### config.mk
export PLATFORM = sky130hd
export DESIGN_NAME = pipe_ctrl
export DESIGN_NICKNAME = d
export VERILOG_FILES = /design/src/rtl/pipe_ctrl_pkg.sv /design/src/rtl/pipe_ctrl_mem_arbiter.sv /design/src/rtl/pipe_ctrl.sv
export SDC_FILE = /design/constraint.sdc
export NUM_CORES = 1
export LEC_CHECK = 0
export ABC_AREA = 0
export CAP_MARGIN = 15
export CORE_MARGIN = 5
export CORE_UTILIZATION = 38
export DETAILED_ROUTE_END_ITERATION = 10
export PLACE_DENSITY = 0.77
export SLEW_MARGIN = 20
export SYNTH_ARGS = -nofsm -noshare
export SYNTH_HDL_FRONTEND = slang
export SYNTH_SLANG_ARGS = --single-unit
### constraint.sdc
create_clock -name clk -period 2.2 [get_ports clk]
set_clock_uncertainty 0.05 [all_clocks]
set_input_delay 0.22 -clock clk [delete_from_list [all_inputs] [get_ports clk]]
set_output_delay 0.22 -clock clk [all_outputs]
set_load 0.02 [all_outputs]
### src/rtl/pipe_ctrl_pkg.sv
// rtl/pipe_ctrl_pkg.sv - shared stall encodings, arbiter states and enable levels for pipe_ctrl
package pipe_ctrl_pkg;

   localparam int STALL_W     = 6;
   localparam int STALL_PC    = 0;
   localparam int STALL_IFID  = 1;
   localparam int STALL_IDEX  = 2;
   localparam int STALL_EXMEM = 3;
   localparam int STALL_MEMWB = 4;

   localparam logic [STALL_W-1:0] STALL_NONE     = 6'b000000;
   localparam logic [STALL_W-1:0] STALL_MEM_PEND = 6'b011111;
   localparam logic [STALL_W-1:0] STALL_IF_PEND  = 6'b000011;
   localparam logic [STALL_W-1:0] STALL_LOAD_USE = 6'b000111;

   localparam logic ENABLE  = 1'b1;
   localparam logic DISABLE = 1'b0;

   typedef enum logic [1:0] {
      ST_IDLE      = 2'd0,
      ST_SERVE_IF  = 2'd1,
      ST_SERVE_MEM = 2'd2
   } arb_state_t;

endpackage

### src/rtl/pipe_ctrl_mem_arbiter.sv
// rtl/pipe_ctrl_mem_arbiter.sv - shared memory port FSM: grant, latch request, pulse done
module mem_arbiter
   import pipe_ctrl_pkg::*;
#(
   parameter int ADDR_W = 32
) (
   input  logic              clk,
   input  logic              rst,
   input  logic              if_req_i,
   input  logic [ADDR_W-1:0] if_addr_i,
   input  logic              mem_req_i,
   input  logic              mem_we_i,
   input  logic [ADDR_W-1:0] mem_addr_i,
   input  logic              ram_done_i,
   input  logic              drop_i,
   output logic              ram_req_o,
   output logic              ram_we_o,
   output logic [ADDR_W-1:0] ram_addr_o,
   output logic              if_done_o,
   output logic              mem_done_o,
   output arb_state_t        state_o
);

   arb_state_t state_q;

   assign state_o = state_q;

   // MEM wins in IDLE; a granted transaction always runs to its ram_done_i.
   always_ff @(posedge clk) begin
      if (rst == ENABLE) begin
         state_q    <= ST_IDLE;
         ram_req_o  <= DISABLE;
         ram_we_o   <= DISABLE;
         ram_addr_o <= '0;
         if_done_o  <= DISABLE;
         mem_done_o <= DISABLE;
      end else begin
         if_done_o  <= DISABLE;
         mem_done_o <= DISABLE;
         case (state_q)
            ST_IDLE: begin
               if (mem_req_i) begin
                  state_q    <= ST_SERVE_MEM;
                  ram_req_o  <= ENABLE;
                  ram_we_o   <= mem_we_i;
                  ram_addr_o <= mem_addr_i;
               end else if (if_req_i) begin
                  state_q    <= ST_SERVE_IF;
                  ram_req_o  <= ENABLE;
                  ram_we_o   <= DISABLE;
                  ram_addr_o <= if_addr_i;
               end
            end
            ST_SERVE_IF: begin
               if (ram_done_i) begin
                  state_q   <= ST_IDLE;
                  ram_req_o <= DISABLE;
                  if_done_o <= ~drop_i;
               end
            end
            ST_SERVE_MEM: begin
               if (ram_done_i) begin
                  state_q    <= ST_IDLE;
                  ram_req_o  <= DISABLE;
                  mem_done_o <= ENABLE;
               end
            end
            default: begin
               state_q   <= ST_IDLE;
               ram_req_o <= DISABLE;
            end
         endcase
      end
   end

endmodule

### src/rtl/pipe_ctrl.sv
// rtl/pipe_ctrl.sv - pipeline controller: memory port arbitration, stall vector, branch flush, stall counter
module pipe_ctrl
   import pipe_ctrl_pkg::*;
#(
   parameter int ADDR_W = 32,
   parameter int CNT_W  = 32
) (
   input  logic               clk,
   input  logic               rst,
   input  logic               if_req_i,
   input  logic [ADDR_W-1:0]  if_addr_i,
   input  logic               mem_req_i,
   input  logic               mem_we_i,
   input  logic [ADDR_W-1:0]  mem_addr_i,
   input  logic               load_use_i,
   input  logic               branch_flag_i,
   input  logic               ram_done_i,
   output logic               ram_req_o,
   output logic               ram_we_o,
   output logic [ADDR_W-1:0]  ram_addr_o,
   output logic               if_done_o,
   output logic               mem_done_o,
   output logic [STALL_W-1:0] stall_o,
   output logic               flush_o,
   output logic [CNT_W-1:0]   stall_cnt_o
);

   arb_state_t         arb_state;
   logic [STALL_W-1:0] stall;
   logic               flush;
   logic               serving_if;
   logic               drop_q, drop_d;
   logic [CNT_W-1:0]   stall_cnt_q, stall_cnt_d;

   assign serving_if = (arb_state == ST_SERVE_IF);

   // A flush landing on the same cycle as the fetch's ram_done_i must also kill that fetch.
   mem_arbiter #(
      .ADDR_W (ADDR_W)
   ) u_mem_arbiter (
      .clk        (clk),
      .rst        (rst),
      .if_req_i   (if_req_i),
      .if_addr_i  (if_addr_i),
      .mem_req_i  (mem_req_i),
      .mem_we_i   (mem_we_i),
      .mem_addr_i (mem_addr_i),
      .ram_done_i (ram_done_i),
      .drop_i     (drop_q | (flush & serving_if)),
      .ram_req_o  (ram_req_o),
      .ram_we_o   (ram_we_o),
      .ram_addr_o (ram_addr_o),
      .if_done_o  (if_done_o),
      .mem_done_o (mem_done_o),
      .state_o    (arb_state)
   );

   always_comb begin
      stall = STALL_NONE;
      flush = DISABLE;
      if (rst != ENABLE) begin
         if (mem_req_i && !mem_done_o) begin
            stall = stall | STALL_MEM_PEND;
         end
         if ((if_req_i && !if_done_o) || (if_req_i && arb_state == ST_SERVE_MEM)) begin
            stall = stall | STALL_IF_PEND;
         end
         flush = branch_flag_i & ~stall[STALL_EXMEM];
         // The PC must take the branch target, so the front stalls yield to the flush.
         if (flush) begin
            stall[STALL_IDEX:STALL_PC] = '0;
         end else if (load_use_i) begin
            stall = stall | STALL_LOAD_USE;
         end
      end
   end

   always_comb begin
      drop_d = drop_q;
      if (serving_if && ram_done_i) begin
         drop_d = DISABLE;
      end else if (serving_if && flush) begin
         drop_d = ENABLE;
      end
      stall_cnt_d = stall_cnt_q + {{(CNT_W-1){1'b0}}, |stall};
   end

   always_ff @(posedge clk) begin
      if (rst == ENABLE) begin
         drop_q      <= DISABLE;
         stall_cnt_q <= '0;
      end else begin
         drop_q      <= drop_d;
         stall_cnt_q <= stall_cnt_d;
      end
   end

   assign stall_o     = stall;
   assign flush_o     = flush;
   assign stall_cnt_o = stall_cnt_q;

endmodule

# Word level (Yosys, flattened, before mapping)
# Index checks and enable logic that the tools add are counted.
# op_classes
addsub	1
n_eq_ne	4
n_mux	20
n_bitwise	8
n_reduce_logical	17
# op_table
operator	count
2-to-1 mux 32 bit	2
adder 32 x 1 -> 32 bit	1
2-to-1 mux 6 bit	2
2-to-1 mux 2 bit	4
2-to-1 mux 1 bit	7
2-to-1 mux 3 bit	2
OR reduction 2 bit	3
OR reduction 6 bit	1
logical AND 1 bit	5
2-to-1 mux 5 bit	1
NOT 1 bit	5
case mux 2 bit (2 select lines)	1
AND reduction 2 bit	2
!= test 3 bit, second input constant	1
OR reduction 3 bit	1
AND 1 bit	2
== test 2 x 1 -> 1 bit, second input constant	1
== test 2 bit, second input constant	1
zero test 1 bit	2
zero test 2 bit	1
!= test 2 x 1 -> 1 bit, second input constant	1
case mux 1 bit (2 select lines)	1
nonzero test 2 bit	1
logical OR 1 bit	1
bitwise OR 1 bit	1
# totals
reg_bits	71

# Depth between registers and ports, before layout
# logic_depth
depth_word	11
ltp_mapped	11
mapped_depth_nobuf	9

# Cells and area by module
# From an unflattened synthesis, not the netlist that was laid out.
# hier_totals
hier_cells	338
hier_area_um2	3494.6
# by_module_without_submodules
module	instances	cells_each	area_each_um2	seq_area_each_um2
mem_arbiter	1	138	1823.0	760.7
pipe_ctrl	1	200	1671.6	660.6

# Worst setup path after synthesis
# No wires, ideal clock.
# synth_timing
path_type	register -> register
start	register u_mem_arbiter.mem_done_o
end	register stall_cnt_q[16] (netlist: stall_cnt_o[16])
setup_ns	0.070
arrival_time_ns	2.338
required_time_ns	2.080
setup_slack_ns	-0.258
stages_incl_launch_ff	12
period_less_slack_ns	2.458
cell_sequence	dfxtp_1 > nand2b_1 > and2_1 > clkbuf_1 > a211oi_1 > ha_1 > ha_1 > clkbuf_1 > nand4_2 > buf_2 > or3_1 > a21oi_1
# synth_between
elab_chain_len	10
word_cells_on_any_way	12
cone_classes	add/sub (1); mux (6); bitwise (2); reduce/logical (3)
# synth_lines
item	line_no	source
from (decl)	pipe_ctrl_mem_arbiter.sv:20	output logic mem_done_o,
from (signal assigned)	pipe_ctrl_mem_arbiter.sv:36	mem_done_o <= DISABLE;
from (signal assigned)	pipe_ctrl_mem_arbiter.sv:39	mem_done_o <= DISABLE;
from (signal assigned)	pipe_ctrl_mem_arbiter.sv:65	mem_done_o <= ENABLE;
zero test 1 bit (*)	pipe_ctrl.sv:62	if (mem_req_i && !mem_done_o) begin
logical AND 1 bit (*)	pipe_ctrl.sv:62	
2-to-1 mux 5 bit (*)	pipe_ctrl.sv:62	
2-to-1 mux 2 bit or 2-to-1 mux 6 bit (tied branches)	pipe_ctrl.sv:65, pipe_ctrl.sv:61	
2-to-1 mux 6 bit (*)	pipe_ctrl.sv:61	if (rst != ENABLE) begin
2-to-1 mux 3 bit or AND 1 bit (tied branches)	pipe_ctrl.sv:72, pipe_ctrl.sv:68	
2-to-1 mux 3 bit	pipe_ctrl.sv:70	if (flush) begin
2-to-1 mux 6 bit (*)	pipe_ctrl.sv:61	
OR reduction 6 bit (*)	pipe_ctrl.sv:85	stall_cnt_d = stall_cnt_q + {{(CNT_W-1){1'b0}}, |stall};
adder 32 x 1 -> 32 bit (*)	pipe_ctrl.sv:85	
to (signal assigned)	pipe_ctrl.sv:94	stall_cnt_q <= stall_cnt_d;
to (decl)	pipe_ctrl.sv:33	logic [CNT_W-1:0] stall_cnt_q, stall_cnt_d;
# Every way passes the cells marked *; elsewhere a longest branch is shown, timed or not. The select of a mux whose other input is x is not followed.
# A chain may end at the register's enable or synchronous reset.

# Final worst setup path
# layout_timing
start	register u_mem_arbiter.mem_done_o
end	register stall_cnt_q[25] (netlist: stall_cnt_o[25])
# Same word-level chain as after synthesis.

==> reports/results.ini <==
[outcome]
outcome = complete, but fails checks
violations = setup timing

[run]
max_cap_viol_count = 0

[synth]
syn_inst = 360
synth_warnings = 0
seq_area_frac_synth_pct = 42.6
async_flop_share_pct = 0
syn-num-nets = 437
synth_top_cell_by_area = dfxtp_1
synth_top_area_share_pct = 42.6
ys_top_cells_by_area = dfxtp_1, mux2i_1, a211oi_1, nor2_1, a21oi_1
syn_area_per_cell_um2 = 9.27
ys_types = 40
synth_edf_count = 0
ys.flop_type = dfxtp_1
ys_seq_elements = 71
synth_area_um2 = 3340

[critical_path]
worst-setup-path-type = reg2reg
required_ns = 2.43
ff2ff_setup_slack_ns = -0.005
cp-end-kind = flop
critPathArrivalTime_ns = 2.43
critPathMaxFanout = 7
cp-start-kind = flop

[sta]
slew_viol_final = 0
final_hold_viol_count = 0
period_needed_ns = 2.20
holdWs_ns = 0.376
relSlewSlack_pct = 48.6
max_freq_ghz = 0.454
period_share_pct = 100
rsz0062_at_grt = yes
setup_viol = 1
max_slew.worst_pin.slew_ns = 0.770
fin_ws_ns = -0.00482

[drt]
drtIter0Drc = 93
wire_per_inst_um = 15.4
drt-total-wl_mm = 9.58
vias = 3251
route.detailed.drc = 0
first_pass_iters = 4
routed_via_density = 5.24
ant_nets = 0

[floorplanning]
core_um2 = 8640
die_h_um = 104
ios = 147
dieArea_um2 = 10800
die_width_um = 104
start_util_pct = 38.6
rows = 34

[clocking]
cts_root_buf = clkbuf_8
path_clk_slew_ns = 0.08
clock_latency_ns = 0.34
cts_tree = built
clockBufferDepth = 2
clkSinkCount = 71
cts_hold_buf = 0
numCtsBuffers = 9
htree_levels = 3

[placed_design]
dp.cells = 598
port_buffers = 145
dp.final_hpwl_mm = 6.89
dp_slack_ns = -0.316
gp_congestion = 0.769

[power]
vdd_drop_max_uv = 317
power.density_nw_per_um2 = 633
power.leakage_nw = 2.00

[global_route]
grt_remaining_overflow = 0
antenna_found_initial = 0
grt_max_degree = 72
grtUsageTotal_pct = 17.2
grt_first_pass_wirelength_mm = 15.6
grt_pass1_vias = 3235

[final_layout]
nets = 584
antenna_cells = 0
area_growth_syn_to_layout_pct = 57.0
instances_no_fill = 620
drive_above_1_share_pct = 12.1

[hold_path]
hp-class = reg2reg

registers in the layout, indices dropped and copies added, names as in the netlist:
name and flops:
stall_cnt_o 32, u_mem_arbiter.ram_addr_o 32, u_mem_arbiter.state_o 2, drop_q 1, u_mem_arbiter.if_done_o 1, u_mem_arbiter.mem_done_o 1
u_mem_arbiter.ram_req_o 1, u_mem_arbiter.ram_we_o 1
cell type report:
cell class	count	area, um^2
fill	758	3400
multi-input combinational	255	1840
timing repair buffer	164	1600
sequential	71	1430
clock buffer	14	173
tap	108	135
clock inverter	2	37.5
inverter	6	22.5
metal layers:
metal  global-route usage, %  vias to the layer above  routed length (um)
met2                    28.6                      127                4770
met4                    6.38                        0                 131
met3                    7.52                       14                 951
met1                    19.5                     1497                3730
li1                        -                     1613                   -
met5                       0                        -                   0
worst max-delay path, stage by stage, from the launching register on:
cell and delay, ns:
dfxtp_4 0.34, nand2b_4 0.14, nor2b_4 0.13, a211oi_2 0.22, ha_2 0.24, and2_4 0.20, nand4_4 0.16, or4_4 0.53
a21oi_2 0.14
cell usage in the layout (no fill, tap or decap), types with 3 or more instances in the layout:
master,synthesis,final
or4_1,13,11
a21oi_1,22,20
o31ai_1,13,11
nor2b_1,4,3
dfxtp_1,71,70
clkbuf_8,1,12
a211oi_1,35,34
nand4_4,2,4
nand3_1,9,9
and4_1,3,3
buf_4,5,16
or3_1,6,6
nand2_1,10,10
o21ai_0,10,9
nand4_1,9,9
clkdlybuf4s50_1,0,140
and2_1,5,4
xor2_1,10,10
inv_1,6,5
nor2_1,46,46
dlygate4sd2_1,0,3
mux2i_1,32,32
report_power, final:
group          internal, mW  switching (mW)
clock network         0.618           0.476
logic                 0.403           0.385
registers              1.38          0.0520
total                  2.40           0.913
stage by stage:
step / instance area, um^2 / setup TNS (ns) / total power, mW / utilization (%)
floorplan: 3390 / -0.0635 / 1.84 / -
global placement: 4900 / -3.27 / 2.22 / 56.7
detailed placement: 4900 / -4.68 / 2.24 / 56.7
CTS: 5180 / 0 / 3.34 / 60.0
global route: 5240 / -0.771 / 3.47 / 60.6
finish: 5240 / -0.00482 / 3.31 / 60.6
Yosys cell counts (5+ instances only):
library cell,number
o31ai_1,13
buf_2,6
or3_1,6
inv_1,6
nor2_1,46
mux2i_1,32
ha_1,5
nand2_1,10
buf_4,5
clkbuf_1,14
nand3_1,9
o21ai_0,10
a21oi_1,22
or4_1,13
xor2_1,10
dfxtp_1,71
a211oi_1,35
nand4_1,9
and2_1,5
repair_timing:
item / 4_1_cts / 5_1_grt
setup endpoints to repair: 23 / 19
resized for setup: 10 / 13
cloned: 2 / 0
buffers inserted: 3 / 1
pin swaps: 5 / 3
kinds of logic (layout without fill, tap and decap cells):
family                     Yosys count  in the layout  share of synthesized area, %
AOI/OAI and AO/OA                   82             82                          16.1
xor gates and xnor gates            11             11                          2.89
adders and majority gates            5              5                          1.87
buffers and inverters               36            186                          5.92
DFF                                 71             71                          42.6
muxes                               32             32                          9.60
other                                1              1                         0.112
and+or+nand+nor                    122            124                          20.9
path summary, 6_finish.rpt:
| path | start | to | depth (start not counted) |
|---|---|---|---|
| max | u_mem_arbiter.mem_done_o$_SDFF_PP0_ | stall_cnt_o[25]$_SDFF_PP0_ | 8 |
| min | drop_q$_SDFFE_PP0P_ | u_mem_arbiter.if_done_o$_SDFF_PP0_ | 1 |
| max reg2reg | u_mem_arbiter.mem_done_o$_SDFF_PP0_ | stall_cnt_o[25]$_SDFF_PP0_ | 8 |
| min reg2reg | drop_q$_SDFFE_PP0P_ | u_mem_arbiter.if_done_o$_SDFF_PP0_ | 1 |
Power figures use the tool's default switching activity.
